### src/rtl/e_pow_engine.sv
`default_nettype none
// ============================================================================
// e_pow_engine : word-serial fixed-point power engine, (1+2^-k)^(2^k) or x^(2^k)
// Rev 1.0
// ============================================================================
module e_pow_engine #(
  parameter int WORD_W     = 16,
  parameter int WORDS      = 8,
  parameter int INT_WORDS  = 1,
  parameter int MAX_LOG2_N = 15,
  parameter int K_W        = 5
) (
  input  logic                           clk,
  input  logic                           rst,
  input  logic                           start,
  input  logic                           mode,
  input  logic [K_W-1:0]                 log2_n,
  input  logic [WORDS-1:0][WORD_W-1:0]   operand,
  output logic                           busy,
  output logic                           done,
  output logic                           err,
  output logic                           ovf,
  output logic [K_W-1:0]                 iter,
  output logic [WORDS-1:0][WORD_W-1:0]   result
);

  localparam int FRAC_W    = WORDS - INT_WORDS;
  localparam int FRAC_BITS = WORD_W * FRAC_W;
  localparam int TOT_W     = WORD_W * WORDS;
  localparam int ACC_W     = 2 * WORD_W + $clog2(WORDS) + 1;
  localparam int IW        = (WORDS > 1) ? $clog2(WORDS) : 1;
  localparam int CW        = $clog2(2 * WORDS);
  localparam int PH_W      = 2 * WORDS - FRAC_W;
  localparam int PH_IW     = (PH_W > 1) ? $clog2(PH_W) : 1;

  if (MAX_LOG2_N < 1 || MAX_LOG2_N >= FRAC_BITS) begin : g_bad_max_log2_n
    $error("e_pow_engine: MAX_LOG2_N must satisfy 1 <= MAX_LOG2_N < FRAC_BITS");
  end
  if ((1 << K_W) <= MAX_LOG2_N) begin : g_bad_k_w
    $error("e_pow_engine: K_W too narrow for MAX_LOG2_N");
  end

  typedef enum logic [2:0] {
    S_IDLE = 3'd0,
    S_LOAD = 3'd1,
    S_MAC  = 3'd2,
    S_WB   = 3'd3,
    S_DONE = 3'd4
  } state_t;

  state_t                          state_q;
  logic                            busy_q, done_q, err_q, ovf_q, mode_q;
  logic [K_W-1:0]                  k_q, iter_q;
  logic [WORDS-1:0][WORD_W-1:0]    x_q, result_q;
  // Only the product words that survive the fractional truncation are kept.
  logic [PH_W-1:0][WORD_W-1:0]     ph_q;
  logic [ACC_W-1:0]                acc_q;
  logic [CW-1:0]                   c_q;
  logic [IW-1:0]                   i_q;

  logic [IW-1:0]                   j_idx, i_first_d;
  logic                            col_last, mac_last, ph_wr;
  logic [PH_IW-1:0]                ph_idx;
  logic [2*WORD_W-1:0]             prod;
  logic [ACC_W-1:0]                acc_d;
  logic [WORDS-1:0][WORD_W-1:0]    x_init;
  logic                            k_bad, ovf_bits;
  logic [K_W-1:0]                  iter_d;

  always_comb begin
    int c, hi, lo;
    c         = int'(c_q);
    hi        = (c < WORDS) ? c : WORDS - 1;
    lo        = (c + 2 > WORDS) ? c + 2 - WORDS : 0;
    col_last  = (int'(i_q) == hi);
    mac_last  = col_last && (c == 2 * WORDS - 2);
    i_first_d = IW'(lo);
    j_idx     = IW'(c - int'(i_q));
    ph_wr     = (c >= FRAC_W);
    ph_idx    = PH_IW'(c - FRAC_W);
  end

  always_comb begin
    prod     = (2*WORD_W)'(x_q[i_q]) * (2*WORD_W)'(x_q[j_idx]);
    acc_d    = acc_q + ACC_W'(prod);
    x_init   = (TOT_W'(1) << FRAC_BITS) + (TOT_W'(1) << (FRAC_BITS - int'(k_q)));
    k_bad    = (log2_n == '0) || (int'(log2_n) > MAX_LOG2_N);
    iter_d   = iter_q + K_W'(1);
    ovf_bits = 1'b0;
    for (int j = WORDS; j < PH_W; j++) begin
      ovf_bits = ovf_bits | (|ph_q[j]);
    end
  end

  always_ff @(posedge clk) begin
    if (rst) begin
      state_q  <= S_IDLE;
      busy_q   <= 1'b0;
      done_q   <= 1'b0;
      err_q    <= 1'b0;
      ovf_q    <= 1'b0;
      mode_q   <= 1'b0;
      k_q      <= '0;
      iter_q   <= '0;
      x_q      <= '0;
      result_q <= '0;
      ph_q     <= '0;
      acc_q    <= '0;
      c_q      <= '0;
      i_q      <= '0;
    end else begin
      case (state_q)
        S_IDLE, S_DONE: begin
          if (start) begin
            mode_q <= mode;
            k_q    <= log2_n;
            x_q    <= operand;
            done_q <= 1'b0;
            err_q  <= 1'b0;
            ovf_q  <= 1'b0;
            iter_q <= '0;
            if (k_bad) begin
              state_q <= S_DONE;
              done_q  <= 1'b1;
              err_q   <= 1'b1;
            end else begin
              state_q <= S_LOAD;
              busy_q  <= 1'b1;
            end
          end
        end
        S_LOAD: begin
          if (!mode_q) x_q <= x_init;
          acc_q   <= '0;
          c_q     <= '0;
          i_q     <= '0;
          state_q <= S_MAC;
        end
        S_MAC: begin
          if (col_last) begin
            if (ph_wr) ph_q[ph_idx] <= acc_d[WORD_W-1:0];
            acc_q <= acc_d >> WORD_W;
            c_q   <= c_q + CW'(1);
            i_q   <= i_first_d;
            if (mac_last) begin
              ph_q[PH_W-1] <= acc_d[2*WORD_W-1:WORD_W];
              state_q      <= S_WB;
            end
          end else begin
            acc_q <= acc_d;
            i_q   <= i_q + IW'(1);
          end
        end
        S_WB: begin
          x_q    <= ph_q[WORDS-1:0];
          ovf_q  <= ovf_q | ovf_bits;
          iter_q <= iter_d;
          if (iter_d == k_q) begin
            state_q  <= S_DONE;
            result_q <= ph_q[WORDS-1:0];
            done_q   <= 1'b1;
            busy_q   <= 1'b0;
          end else begin
            acc_q   <= '0;
            c_q     <= '0;
            i_q     <= '0;
            state_q <= S_MAC;
          end
        end
        default: state_q <= S_IDLE;
      endcase
    end
  end

  assign busy   = busy_q;
  assign done   = done_q;
  assign err    = err_q;
  assign ovf    = ovf_q;
  assign iter   = iter_q;
  assign result = result_q;

endmodule
`default_nettype wire

### config.mk
export PLATFORM = sky130hd
export DESIGN_NAME = e_pow_engine
export DESIGN_NICKNAME = d
export VERILOG_FILES = /design/src/rtl/e_pow_engine.sv
export SDC_FILE = /design/constraint.sdc
export NUM_CORES = 2
export LEC_CHECK = 0
export BUFFER_PORTS_ARGS = -buffer_cell sky130_fd_sc_hd__buf_2
export CAP_MARGIN = 20
export CORE_AREA = 2 2 228 230
export CTS_CLUSTER_DIAMETER = 50
export CTS_CLUSTER_SIZE = 30
export DETAILED_ROUTE_END_ITERATION = 12
export DIE_AREA = 0 0 230 232
export PLACE_DENSITY = 0.83
export SLEW_MARGIN = 20
export SYNTH_ARGS = -nofsm -noshare
export SYNTH_HDL_FRONTEND = slang
export SYNTH_SLANG_ARGS = --single-unit
### constraint.sdc
create_clock -name clk -period 12.2 [get_ports clk]
set_input_delay 2.44 -clock clk [delete_from_list [all_inputs] [get_ports clk]]
set_output_delay 2.44 -clock clk [all_outputs]
set_load 0.02 [all_outputs]
Word level (Yosys, flattened, before mapping):

Index checks and enable logic that the tools add are counted.

* $add $sub $neg: 10
* $mul: 1
* $lt $le $gt $ge: 8
* equality and inequality tests: 14
* shift-type cells: 1
* multiplexer cells: 41
* bitwise operators: 1
* reductions and logical operators: 22

Operators by type and width (count)
* one-hot mux 128 bit (3 select lines): 1
* two-way mux 128 bit: 2
* bitwise mux 144 bit: 1
* two-way mux 144 bit: 1
* adder 114 x 128 -> 128 bit (first input constant): 1
* left shift 1 x 32 -> 128 bit (first input constant): 1
* one-hot mux 36 bit (3 select lines): 1
* binary-select mux 16 bit (select 3 bit): 2
* two-way mux 36 bit: 2
* demux 16 bit (select 4 bit): 1
* two-way mux 16 bit: 4
* adder 36 x 32 -> 36 bit: 1
* multiplier 16 x 16 -> 32 bit: 1
* two-way mux 3 bit: 8
* AND reduction 3 bit: 6
* OR reduction 16 bit: 1
* != test 2 bit (second input constant): 7
* two-way mux 4 bit: 3
* one-hot mux 3 bit (4 select lines): 1
* one-hot mux 4 bit (3 select lines): 1
* greater-than comparator 5 x 4 -> 1 bit (second input constant): 2
* one-hot mux 5 bit (2 select lines): 1
* one-hot mux 3 bit (3 select lines): 1
* less-than comparator 3 x 4 -> 1 bit (second input constant): 2
* other kinds (31): 46

* flip-flop bits (word level): 461
* bits of input ports: 137
* output and inout bits: 137
* word-level logic and storage cells: 134

Logic depth before layout (Yosys ltp):

* word-level depth: 8
* gate-level depth with buffers: 34
* depth with buffers taken out: 30

Worst setup path after synthesis:

OpenSTA, ideal clock, no wires.

* kind: reg-to-reg
* start point: register i_q[1]
* end point: register acc_q[32]
* setup time: 0.122 ns
* arrival time: 8.351 ns
* data required time: 12.078 ns
* slack: 3.727 ns
* cell stages (with the launch flop): 30
* buffers on the path: 4
* period minus slack after synthesis: 8.473 ns
* path through: dfxtp_1 -> buf_2 -> buf_1 -> inv_1 -> fa_1 -> xor2_1 -> xnor2_1 -> clkbuf_1 -> mux4_2 -> mux2i_1 -> buf_2 -> nor2_1 -> fa_1 -> inv_1 -> fa_1 -> fa_1 -> inv_1 -> fa_1 -> fa_1 -> inv_1 -> fa_1 -> inv_1 -> ha_1 -> and3_1 -> and2_1 -> a31oi_1 -> a2111o_2 -> a211oi_4 -> o41ai_2 -> a311o_1

* word-level cells in the longest chain between the ends: 7
* elaborated cells on any way between the ends: 10
* those cells by class: add/sub: 2; mul: 1; eq/ne: 1; mux: 6

RTL lines
* from (decl): RTL line 59 `logic [IW-1:0] i_q;`
* from (signal assigned): RTL line 144 `i_q <= i_first_d;`
* from (signal assigned): RTL line 151 `i_q <= i_q + IW'(1);`
* subtractor 3 bit: RTL line 78 `j_idx = IW'(c - int'(i_q));`
* binary-select mux 16 bit (select 3 bit): RTL line 84 `prod = (2*WORD_W)'(x_q[i_q]) * (2*WORD_W)'(x_q[j_idx]);`
* two-way mux 16 bit (implied by the code): RTL line 84
* multiplier 16 x 16 -> 32 bit: RTL line 84
* adder 36 x 32 -> 36 bit: RTL line 85 `acc_d = acc_q + ACC_W'(prod);`
* two-way mux 36 bit (*): RTL line 140 `if (col_last) begin`
* one-hot mux 36 bit (3 select lines) (*): RTL line 112 `case (state_q)`
* to (signal assigned): RTL line 142 `acc_q <= acc_d >> WORD_W;`
* to (decl): RTL line 57 `logic [ACC_W-1:0] acc_q;`

Every way passes the cells marked *; elsewhere a longest branch is shown, timed or not. The select of a mux whose other input is x is not followed.
A chain may end at the register's enable or synchronous reset.

Final worst setup path:

* start point: register c_q[0]
* end point: register ph_q[132] (netlist name)

* word-level cells in the longest chain between the ends: 8
* elaborated cells on any way between the ends: 22
* those cells by class: add/sub: 3; mul: 1; order compare: 4; eq/ne: 2; mux: 8; reduce/logical: 4

RTL lines
* from (decl): RTL line 58 `logic [CW-1:0] c_q;`
* from (signal assigned): RTL line 143 `c_q <= c_q + CW'(1);`
* subtractor 3 bit or subtractor 4 x 3 -> 4 bit (tied branches): RTL line 78, 80
* binary-select mux 16 bit (select 3 bit), or another cell as far along: RTL line 84
* two-way mux 16 bit (implied by the code) or logical AND 1 bit (tied branches): RTL line 84, 141
* multiplier 16 x 16 -> 32 bit or two-way mux 16 bit (tied branches): RTL line 84, 141
* adder 36 x 32 -> 36 bit or demux 16 bit (select 4 bit) (tied branches): RTL line 85, 141
* bitwise mux 144 bit: RTL line 141 `if (ph_wr) ph_q[ph_idx] <= acc_d[WORD_W-1:0];`
* two-way mux 144 bit: RTL line 141
* two-way mux 16 bit: RTL line 145 `if (mac_last) begin`
* to (signal, indexed assignment): RTL line 141
* to (signal, indexed assignment): RTL line 146 `ph_q[PH_W-1] <= acc_d[2*WORD_W-1:WORD_W];`
* to (decl): RTL line 56 `logic [PH_W-1:0][WORD_W-1:0] ph_q;`

Parallel ways exist; a longest one is shown, timed or not. The select of a mux whose other input is x is not followed.

==> metrics <==
die width 230 um; most used cell, CP fa_1; die area 53400 um^2; largest net degree at the start of global routing 250; top cell type's share of synthesized area 30.6%; HPWL after detailed placement 71100 um; Max clock buf depth 3; Slowest cell on crit path fa_1; CTS tree built; wire per inst 22.7 um; Row Count 83; Slew HR 18.7%; Yosys Warn Count 0; # resized after CTS 0; initial antenna violation count 1; Clk Latency, worst-skew pair 0.59 ns; Worst Hold Class reg -> reg; Yosys cell types 78; setup slack at placement 3.10 ns; Req. time, crit path 12.68 ns; post-route cell area 33100 um^2; leading area contributor after synthesis dfxtp_1; critical path class reg -> reg; Async SR Flop Fraction 0%; R2R depth 30; CP bufs+invs 8; largest stage delay on the critical path 0.57 ns; commonest non-fill, non-tap cells in the layout nand2_1 (541), dfxtp_1 (459), nor2_1 (432); Avg Cell Area, Syn 8.63 um^2; CTS Buf Count 37; Max Cap Violations 0; Fmax 0.110 GHz; Root Buffer clkbuf_16; Critical Path AT 9.57 ns; Netlist Area Pre-Place 30200 um^2; nets@finish 4082; Tot GR Track Use 36.2%; drt first pass iters 7; Slew Viols, Final 0; top cells by area, synth dfxtp_1 (31%), fa_1 (15%), nand2_1 (6.7%); htree depth 2; fraction of layout cells with a size suffix above 1 13.7%; Post-synth EDFFs 0; Tmin final 9.09 ns; Worst Path Max Fanout 28; Setup crit end kind flip-flop; IR drop worst, VDD 0.147 mV; routed vias 27100; setup ws final 3.11 ns; port bufs 273; RSZ-0062 raised after global routing false; Setup Fix Bufs, Post-CTS 0; CP startpoint kind flip-flop; leakage 15.1 nW; Worst Tran Pin Value 1.21 ns; PwrDens 143 nW/um^2; sequential fraction of the synthesis area 30.6%; die span in y 232 um; TNS Setup 0 ns; placed cell count 4238; first-pass GRT wire length 149000 um; commonest non-fill, non-tap cell in the layout nand2_1; Levels on crit path 30; Iter 0 DRT Violations 2953; hold buffers post-CTS 0; Hold Crit Depth 2; syn_nets 3981; Worst Clk Skew 0.0302 ns; clock edge transition at the registers on the reported setup and hold paths 0.08 ns; Yosys reg bits 461; Tcrit/Tclk final 74.5%; Mapped Cells 3496; Avg Vias per Cell 6.28; global route overflow 0; number of routed nets with antenna violations 0; DRC 0; non-filler instance count after layout 4310; core area 50900 um^2; Initial Util 59.3%; ys flop type dfxtp_1; vias in the first global route 25800; outcome finished clean; synthesis-to-finish area growth 9.76%; Routed WL 97800 um; Final Hold Viols 0; CTS Sinks 461; global placer's final weighted congestion 1.05; I/O pin cnt 274; hold slack 0.453 ns; CP top delay family adder cells; setup violators final 0; Placement Cell Area 31800 um^2
-- flip-flops by register name, indices dropped and copies added (netlist names), 4 cells and up --
name / count
k_q: 5
ph_q: 144
iter: 5
c_q: 4
acc_q: 36
result: 128
x_q: 128
-- per-stage QoR --
step / util, % / total power [mW]
floorplan: - / 2.68
global placement: 62.5 / 3.35
detailed placement: 62.5 / 3.38
CTS: 65.1 / 4.67
global route: 65.1 / 4.91
finish: 65.1 / 4.74
-- cell type report --
type	instances	area, um^2
clock buffers	41	951
clock inverters	27	362
flip-flops and latches	461	9230
multi-input cells	2438	18700
inverters	343	1290
diodes	4	10.0
fillers	4238	17800
repair buffers	316	1720
well taps	680	851
-- metal layers --
layer	up-vias	part of all wire [%]	GRT usage, %
li1	11900	-	-
met1	13100	37	46.5
met5	-	0	0
met2	1652	45	56.1
met4	0	7.4	23.3
met3	407	11	7.12
-- report_power, final --
| part | switching, mW | internal [mW] | total (mW) |
|---|---|---|---|
| clock | 0.628 | 0.684 | 1.31 |
| sequential | 0.0837 | 1.56 | 1.64 |
| combinational | 1.22 | 0.560 | 1.78 |
-- synthesized netlist by cell type, drive strengths merged (27+ instances only) --
| cell | instances |
|---|---|
| nor2 | 433 |
| a311oi | 98 |
| mux2 | 28 |
| ha | 121 |
| fa | 227 |
| nand2 | 541 |
| mux4 | 64 |
| nand3 | 114 |
| a21o | 27 |
| inv | 343 |
| o21ai | 61 |
| a22oi | 30 |
| a21oi | 226 |
| mux2i | 144 |
| clkbuf | 197 |
| and2 | 36 |
| buf | 57 |
| dfxtp | 461 |
-- worst min-delay path, cell delays in order (launching register included) --
cell	delay, ns
dfxtp_1	0.31
nand2_1	0.05
a21oi_1	0.05
-- logic make-up after synthesis --
kind of cell	synth area share, %
AND/OR/NAND/NOR	17.5
buffers and inverters	7.63
XOR/XNOR	0.987
AO/OA/AOI/OAI	12.7
other	0.0124
multiplexers	10.6
flip-flops	30.6
adder cells (fa/ha/maj)	20.1
-- worst paths after layout --
kind	from	end	slack [ns]
worst max-delay path	c_q[0]$_SDFFE_PP0P_	ph_q[132]$_SDFFE_PP0P_	3.11
worst min-delay path	result[22]$_SDFFE_PP0P_	result[22]$_SDFFE_PP0P_	0.45
worst max register to register	c_q[0]$_SDFFE_PP0P_	ph_q[132]$_SDFFE_PP0P_	3.11
worst min register to register	result[22]$_SDFFE_PP0P_	result[22]$_SDFFE_PP0P_	0.45
(Power assumes the default switching activity.)
